File: src/rtl/mem_port_arbiter.sv
// mem_port_arbiter: shares one single-port memory between the instruction
// fetch unit (read-only, i_*) and the load/store unit (read/write, d_*).
// Round-robin arbitration on contention. One memory transaction at a time
// over a mem_req/mem_ack handshake. The owner gets a one-cycle *_rvalid.
//
// Ports:
//   clock, reset                 clock and asynchronous active-high reset
//   i_req/i_addr                 fetch request (held until i_gnt)
//   i_gnt/i_rvalid/i_rdata/i_err fetch grant, response, data, timeout flag
//   d_req/d_we/d_addr/d_wdata/d_wstrb  data request fields
//   d_gnt/d_rvalid/d_rdata/d_err       data grant, response, data, timeout flag
//   mem_req/mem_we/mem_addr/mem_wdata/mem_wstrb  memory transaction outputs
//   mem_rdata/mem_ack            memory read data and completion
//
// Optional build macro MEM_ARB_TIMEOUT_EN: BUSY watchdog of TIMEOUT_CYCLES.
// When the watchdog fires, the owner gets a response with *_err=1 and *_rdata=0.
// When the macro is undefined, BUSY waits indefinitely and *_err are tied to 0.
module mem_port_arbiter #(
  parameter int ADDR_W         = 32,
  parameter int DATA_W         = 32,
  parameter int TIMEOUT_CYCLES = 64
) (
  input  logic                clock,
  input  logic                reset,
  input  logic                i_req,
  input  logic [ADDR_W-1:0]   i_addr,
  output logic                i_gnt,
  output logic                i_rvalid,
  output logic [DATA_W-1:0]   i_rdata,
  output logic                i_err,
  input  logic                d_req,
  input  logic                d_we,
  input  logic [ADDR_W-1:0]   d_addr,
  input  logic [DATA_W-1:0]   d_wdata,
  input  logic [DATA_W/8-1:0] d_wstrb,
  output logic                d_gnt,
  output logic                d_rvalid,
  output logic [DATA_W-1:0]   d_rdata,
  output logic                d_err,
  output logic                mem_req,
  output logic                mem_we,
  output logic [ADDR_W-1:0]   mem_addr,
  output logic [DATA_W-1:0]   mem_wdata,
  output logic [DATA_W/8-1:0] mem_wstrb,
  input  logic [DATA_W-1:0]   mem_rdata,
  input  logic                mem_ack
);

  typedef enum logic [1:0] {S_IDLE, S_BUSY, S_RESP} state_t;
  typedef enum logic {OWN_I, OWN_D} owner_t;

  state_t              r_state, w_next;
  owner_t              r_owner, r_last_owner, w_pick;
  logic                r_we, r_first;
  logic [ADDR_W-1:0]   r_addr;
  logic [DATA_W-1:0]   r_wdata, r_i_rdata, r_d_rdata, w_cap;
  logic [DATA_W/8-1:0] r_wstrb;
  logic                w_take, w_done, w_timeout;

  // Contention goes to whoever did not own the previous transaction.
  assign w_pick = (d_req && (!i_req || r_last_owner == OWN_I)) ? OWN_D : OWN_I;
  assign w_take = (r_state == S_IDLE || r_state == S_RESP) && (i_req || d_req);
  assign w_done = (r_state == S_BUSY) && (mem_ack || w_timeout);
  // A write returns 0. A timeout also returns 0, because mem_ack is low then.
  assign w_cap  = (mem_ack && !r_we) ? mem_rdata : '0;

`ifdef MEM_ARB_TIMEOUT_EN
  localparam int CNT_W = $clog2(TIMEOUT_CYCLES + 1);
  logic [CNT_W-1:0] r_cnt;
  logic             r_err;

  // An ack in the cycle the limit is reached wins over the timeout.
  assign w_timeout = (r_state == S_BUSY) && !mem_ack &&
                     (r_cnt == CNT_W'(TIMEOUT_CYCLES - 1));

  always_ff @(posedge clock or posedge reset) begin
    if (reset) begin
      r_cnt <= '0;
      r_err <= 1'b0;
    end else begin
      if (w_take)
        r_cnt <= '0;
      else if (r_state == S_BUSY && !mem_ack)
        r_cnt <= r_cnt + 1'b1;
      if (w_done)
        r_err <= w_timeout;
    end
  end
`else
  assign w_timeout = 1'b0;
`endif

  always_ff @(posedge clock or posedge reset) begin
    if (reset)
      r_state <= S_IDLE;
    else
      r_state <= w_next;
  end

  always_comb begin
    w_next = r_state;
    unique case (r_state)
      S_IDLE, S_RESP: w_next = (i_req || d_req) ? S_BUSY : S_IDLE;
      S_BUSY:         if (mem_ack || w_timeout) w_next = S_RESP;
      default:        w_next = S_IDLE;
    endcase
  end

  always_ff @(posedge clock or posedge reset) begin
    if (reset) begin
      r_owner      <= OWN_I;
      r_last_owner <= OWN_I;
      r_we         <= 1'b0;
      r_addr       <= '0;
      r_wdata      <= '0;
      r_wstrb      <= '0;
      r_first      <= 1'b0;
      r_i_rdata    <= '0;
      r_d_rdata    <= '0;
    end else begin
      r_first <= w_take;
      if (w_take) begin
        r_owner      <= w_pick;
        r_last_owner <= w_pick;
        if (w_pick == OWN_D) begin
          r_we    <= d_we;
          r_addr  <= d_addr;
          r_wdata <= d_wdata;
          r_wstrb <= d_we ? d_wstrb : '0;
        end else begin
          r_we    <= 1'b0;
          r_addr  <= i_addr;
          r_wdata <= '0;
          r_wstrb <= '0;
        end
      end
      if (w_done) begin
        if (r_owner == OWN_D)
          r_d_rdata <= w_cap;
        else
          r_i_rdata <= w_cap;
      end
    end
  end

  always_comb begin
    mem_req   = 1'b0;
    mem_we    = 1'b0;
    mem_addr  = '0;
    mem_wdata = '0;
    mem_wstrb = '0;
    i_gnt     = 1'b0;
    d_gnt     = 1'b0;
    i_rvalid  = 1'b0;
    d_rvalid  = 1'b0;
    i_err     = 1'b0;
    d_err     = 1'b0;
    unique case (r_state)
      S_BUSY: begin
        mem_req   = 1'b1;
        mem_we    = r_we;
        mem_addr  = r_addr;
        mem_wdata = r_wdata;
        mem_wstrb = r_wstrb;
        i_gnt     = r_first && (r_owner == OWN_I);
        d_gnt     = r_first && (r_owner == OWN_D);
      end
      S_RESP: begin
        i_rvalid = (r_owner == OWN_I);
        d_rvalid = (r_owner == OWN_D);
`ifdef MEM_ARB_TIMEOUT_EN
        i_err    = r_err && (r_owner == OWN_I);
        d_err    = r_err && (r_owner == OWN_D);
`endif
      end
      default: ;
    endcase
  end

  assign i_rdata = r_i_rdata;
  assign d_rdata = r_d_rdata;

endmodule
File: config.mk
export PLATFORM = sky130hd
export DESIGN_NAME = mem_port_arbiter
export DESIGN_NICKNAME = d
export VERILOG_FILES = /design/src/rtl/mem_port_arbiter.sv
export SDC_FILE = /design/constraint.sdc
export NUM_CORES = 1
export LEC_CHECK = 0
export CAP_MARGIN = 20
export CORE_UTILIZATION = 37
export DETAILED_ROUTE_END_ITERATION = 6
export PLACE_DENSITY = 0.83
export REMOVE_ABC_BUFFERS = 1
export SLEW_MARGIN = 20
export SYNTH_ARGS = -nofsm -noshare
export SYNTH_HDL_FRONTEND = slang
export SYNTH_SLANG_ARGS = --single-unit
File: constraint.sdc
create_clock -name clock -period 3.85 [get_ports clock]
set_input_delay 0.385 -clock clock [delete_from_list [all_inputs] [get_ports clock]]
set_output_delay 0.385 -clock clock [all_outputs]
set_load 0.02 [all_outputs]
# [Yosys cells after proc, flatten, opt, wreduce, memory -nomap -nowiden]
# Cells that the tools add are included.
[totals] reg_bits=137 latch_bits=0 ram_bits=0 romBits=0 in_bits=138 output_inout_bits=140 wordCells=47 memories=0
[classes] add_sub_neg=0 n_mul=0 div=0 magnitude_cmp=0 n_eq_ne=3 shift=0 mux=19 bitwise_logic=1 n_reduce_logical=15
[ops] cell="$mux W32" count=5
[ops] cell="$mux W4" count=3
[ops] cell="$mux W1" count=9
[ops] cell="$logic_and A1 B1 Y1" count=6
[ops] cell="$pmux W2 S2" count=1
[ops] cell="$reduce_and A2 Y1" count=2
[ops] cell="$logic_or A1 B1 Y1" count=3
[ops] cell="$eq A2 B1 Y1 const B" count=1
[ops] cell="$eq A2 B2 Y1 const B" count=1
[ops] cell="$logic_not A1 Y1" count=2
[ops] cell="$logic_not A2 Y1" count=1
[ops] cell="$mux W2" count=1
[ops] cell="$ne A2 B2 Y1 const B" count=1
[ops] cell="$reduce_or A2 Y1" count=1
[ops] cell="$not A1 Y1" count=1

# [Logic depth before layout (Yosys ltp)]
[depth] depth_word=5 depth_mapped=7 mapped_depth_nobuf=4

# [Worst setup path after synthesis]
# No wires, ideal clock.
[synth_path] path_type="reg-to-output" start="register r_state[0]" end="output port i_gnt" t_arrival_ps=1322 required_ps=3465 setup_slack_ps=2143 path_stages_with_launch=5 path_buffers=1 cell_sequence="dfrtp_1 > and2b_1 > clkbuf_1 > nand2_1 > nor2_1"
[synth_via] elab_chain_len=2
[synth_lines] item="start: declaration" line="52" text="state_t r_state, w_next;"
[synth_lines] item="start signal: assignment" line="97" text="r_state <= w_next;"
[synth_lines] item="$eq A2 B1 Y1" line="158" text="unique case (r_state)"
[synth_lines] item="$mux W1" line="158"
[synth_lines] item="end: declaration" line="27" text="output logic i_gnt,"
# No other way between the ends.

# [Worst setup path after layout]
[layout_path] start="register r_state[0]" end="output port mem_wdata[16]"
[layout_via] elab_chain_len=2
[layout_lines] item="$eq A2 B1 Y1" line="158"
[layout_lines] item="$mux W32" line="158"
[layout_lines] item="end: declaration" line="43" text="output logic [DATA_W-1:0] mem_wdata,"
# No other way between the ends.

==> impl_metrics.json <==
{
  "status": "finished, final reports clean",
  "routedWlPerCell_um": 15.9,
  "tns_ps": 0,
  "grt_pass1_vias": 5332,
  "slew_viol_final": 0,
  "finalClockSkew_ps": 7.02,
  "worst_setup_path_start_kind": "register",
  "slew_headroom_pct": 40.4,
  "critical-path-slowest-cell": "and2b_2",
  "postCtsHoldBufs": 0,
  "antenna_found_initial": 0,
  "grt_overflow": 0,
  "drive_above_1_share_pct": 5.42,
  "via_per_inst": 4.79,
  "ys_types": 28,
  "critPathCaptureType": "primary output",
  "num_antenna_cells": 0,
  "powerDensity_nw_per_um2": 847,
  "core_area_sq_um": 15300,
  "finalCritPeriodShare_pct": 79.7,
  "cts_max_level": 4,
  "numPortBuffers": 275,
  "tritoncts": "built",
  "grt_usage_pct": 22.1,
  "finalWorstPathRequiredPeriod_ps": 3070,
  "path_delay_family": "buffers and inverters",
  "final_area_sq_um": 9310,
  "synth-edff-count": 0,
  "p_leak_nw": 4.00,
  "numPlacedInstances": 1047,
  "route.detailed.drc": 0,
  "first_pass_iters": 4,
  "drt_iter0_markers": 231,
  "post-cts-setup-buffers": 0,
  "nets": 993,
  "cts.sinks": 137,
  "routed_wl_mm": 17.2,
  "path_max_fanout": 48,
  "hold_class": "input port to async pin",
  "fmax_ghz": 0.326,
  "cts_inserted_buffers": 17,
  "ys_warn_count": 0,
  "postSynth.asyncResetShare_pct": 100,
  "cts-root-buf": "clkbuf_16",
  "worstMarginPinSlew_ps": 892,
  "ys_ff_latch": 137,
  "setup_violations": 0,
  "syn_to_final_growth_pct": 59.6,
  "clockBufferDepth": 2,
  "grt_pass1_wl_mm": 27.6,
  "hold_viol": 0,
  "grt_start_max_net_pins": 71,
  "synthFlopType": "dfrtp_1",
  "start_util_pct": 38.1,
  "yosysSeqAreaShare_pct": 58.8,
  "place_area_sq_um": 8710,
  "required_ps": 3460,
  "clkTransAtPathRegs_ps": 60,
  "die_h_um": 128,
  "clk_latency_ps": 410,
  "cts_resized": 0,
  "cp.arrival_ps": 2680,
  "netlist_instances": 601,
  "ir_worst_vdd_uv": 522,
  "io_pins": 278,
  "rsz0062_at_grt": "false",
  "slowest_delay_ps": 670,
  "final_cells": 1078,
  "ant_nets": 0,
  "fill_cells": 1314,
  "syn_area_per_cell_sq_um": 9.71,
  "place.gp.congestion": 0.776,
  "hold-worst-slack_ps": 409,
  "worstPathCellList": "and2b_2 > buf_4 > and2_1 > clkdlybuf4s50_1",
  "hpwl_mm": 12.0,
  "cp_num_buf_inv": 2,
  "rows": 45,
  "die_w_um": 128,
  "netlist_area_sq_um": 5830,
  "worst-setup-path-type": "register to primary output",
  "route.vias.total": 5164,
  "die_area_sq_um": 16300,
  "drv_cap": 0
}
[stage by stage]
stage | total power [W] | setup WS [ps] | utilization (%)
6_report | 0.00788 | 783 | 60.8
5_1_grt | 0.00838 | 581 | 60.8
4_1_cts | 0.00798 | 722 | 60.8
3_5_place_dp | 0.00627 | 1160 | 56.9
3_3_place_gp | 0.00619 | 1210 | 56.7
2_1_floorplan | 0.00442 | -224 | -
[area by class of cell]
class / count / area [sq um] / area share (%)
Sequential cell: 137 / 3430 / 36.8
Clock inverter: 10 / 141 / 1.52
Clock buffer: 21 / 460 / 4.95
Tap cell: 211 / 264 / 2.84
Inverter: 2 / 12.5 / 0.134
Multi-Input combinational cell: 413 / 2160 / 23.2
Timing Repair Buffer: 284 / 2840 / 30.5
[cell families (layout without fill, tap and decap cells)]
logic type             after synthesis  in the layout  synth area share, %
other                                1              2               0.0643
buffers and inverters               52            317                 4.63
AO/OA/AOI/OAI                      169            169                 17.2
AND/OR/NAND/NOR                    242            242                 19.4
flip-flops                         137            137                 58.8
[sequential cells by signal, summed over array words and instances (netlist names)]
| register | count |
|---|---|
| d_rdata | 32 |
| i_rdata | 32 |
| r_last_owner | 1 |
| r_wstrb | 4 |
| r_first | 1 |
| r_wdata | 32 |
| r_state | 2 |
| r_addr | 32 |
| r_we | 1 |
[synthesized netlist by cell type, types with 4 or more instances]
library cell | n | area share [%]
o21ai_0 | 64 | 5.5
buf_2 | 18 | 1.5
dfrtp_1 | 137 | 59
a22o_1 | 33 | 5.0
and2_1 | 70 | 7.5
nand2_1 | 130 | 8.4
nor2_1 | 33 | 2.1
buf_6 | 5 | 0.96
a21oi_1 | 64 | 5.5
a32o_1 | 4 | 0.69
clkbuf_1 | 23 | 1.5
buf_4 | 4 | 0.51
[report_power, final]
part           internal, W  leakage (nW)  switching, W  total [W]
combinational      0.00173          1.97       0.00196    0.00370
clock              0.00105         0.290      0.000608    0.00166
sequential         0.00213          1.74      0.000395    0.00253
[per-layer routing]
metal / share of wire (%) / global-route usage, % / wire (um)
met1: 38 / 24.5 / 6600
met2: 50 / 38.3 / 8620
met3: 10 / 9.76 / 1740
met4: 1.3 / 6.44 / 223
met5: 0 / 0 / 0
[layout by cell type (no fill, tap or decap), drive strengths merged, types with 3 or more instances in the layout]
master / synthesis / routed
clkdlybuf4s50: 0 / 275
dfrtp: 137 / 137
nand2: 130 / 130
and2: 70 / 70
o21ai: 64 / 64
a21oi: 64 / 64
nor2: 34 / 34
a22o: 33 / 33
clkbuf: 23 / 21
buf: 27 / 9
a32o: 4 / 4
inv: 2 / 4
bufinv: 0 / 3
clkinv: 0 / 3
[path summary, 6_finish.rpt]
path | startpoint | endpoint | slack (ps) | cells past startpoint
worst max-delay path | r_state[0] | mem_wdata[16] | 780 | 4
worst min-delay path | reset | d_rdata[16] | 410 | 2
worst max register to register | r_last_owner | d_rdata[26] | 1800 | 4
worst min register to register | d_rdata[3] | d_rdata[3] | 480 | 2
max in group asynchronous | reset | r_addr[3] | 2480 | 4
min in group clock | d_rdata[3] | d_rdata[3] | 480 | 2
Power figures use the tool's default switching activity.
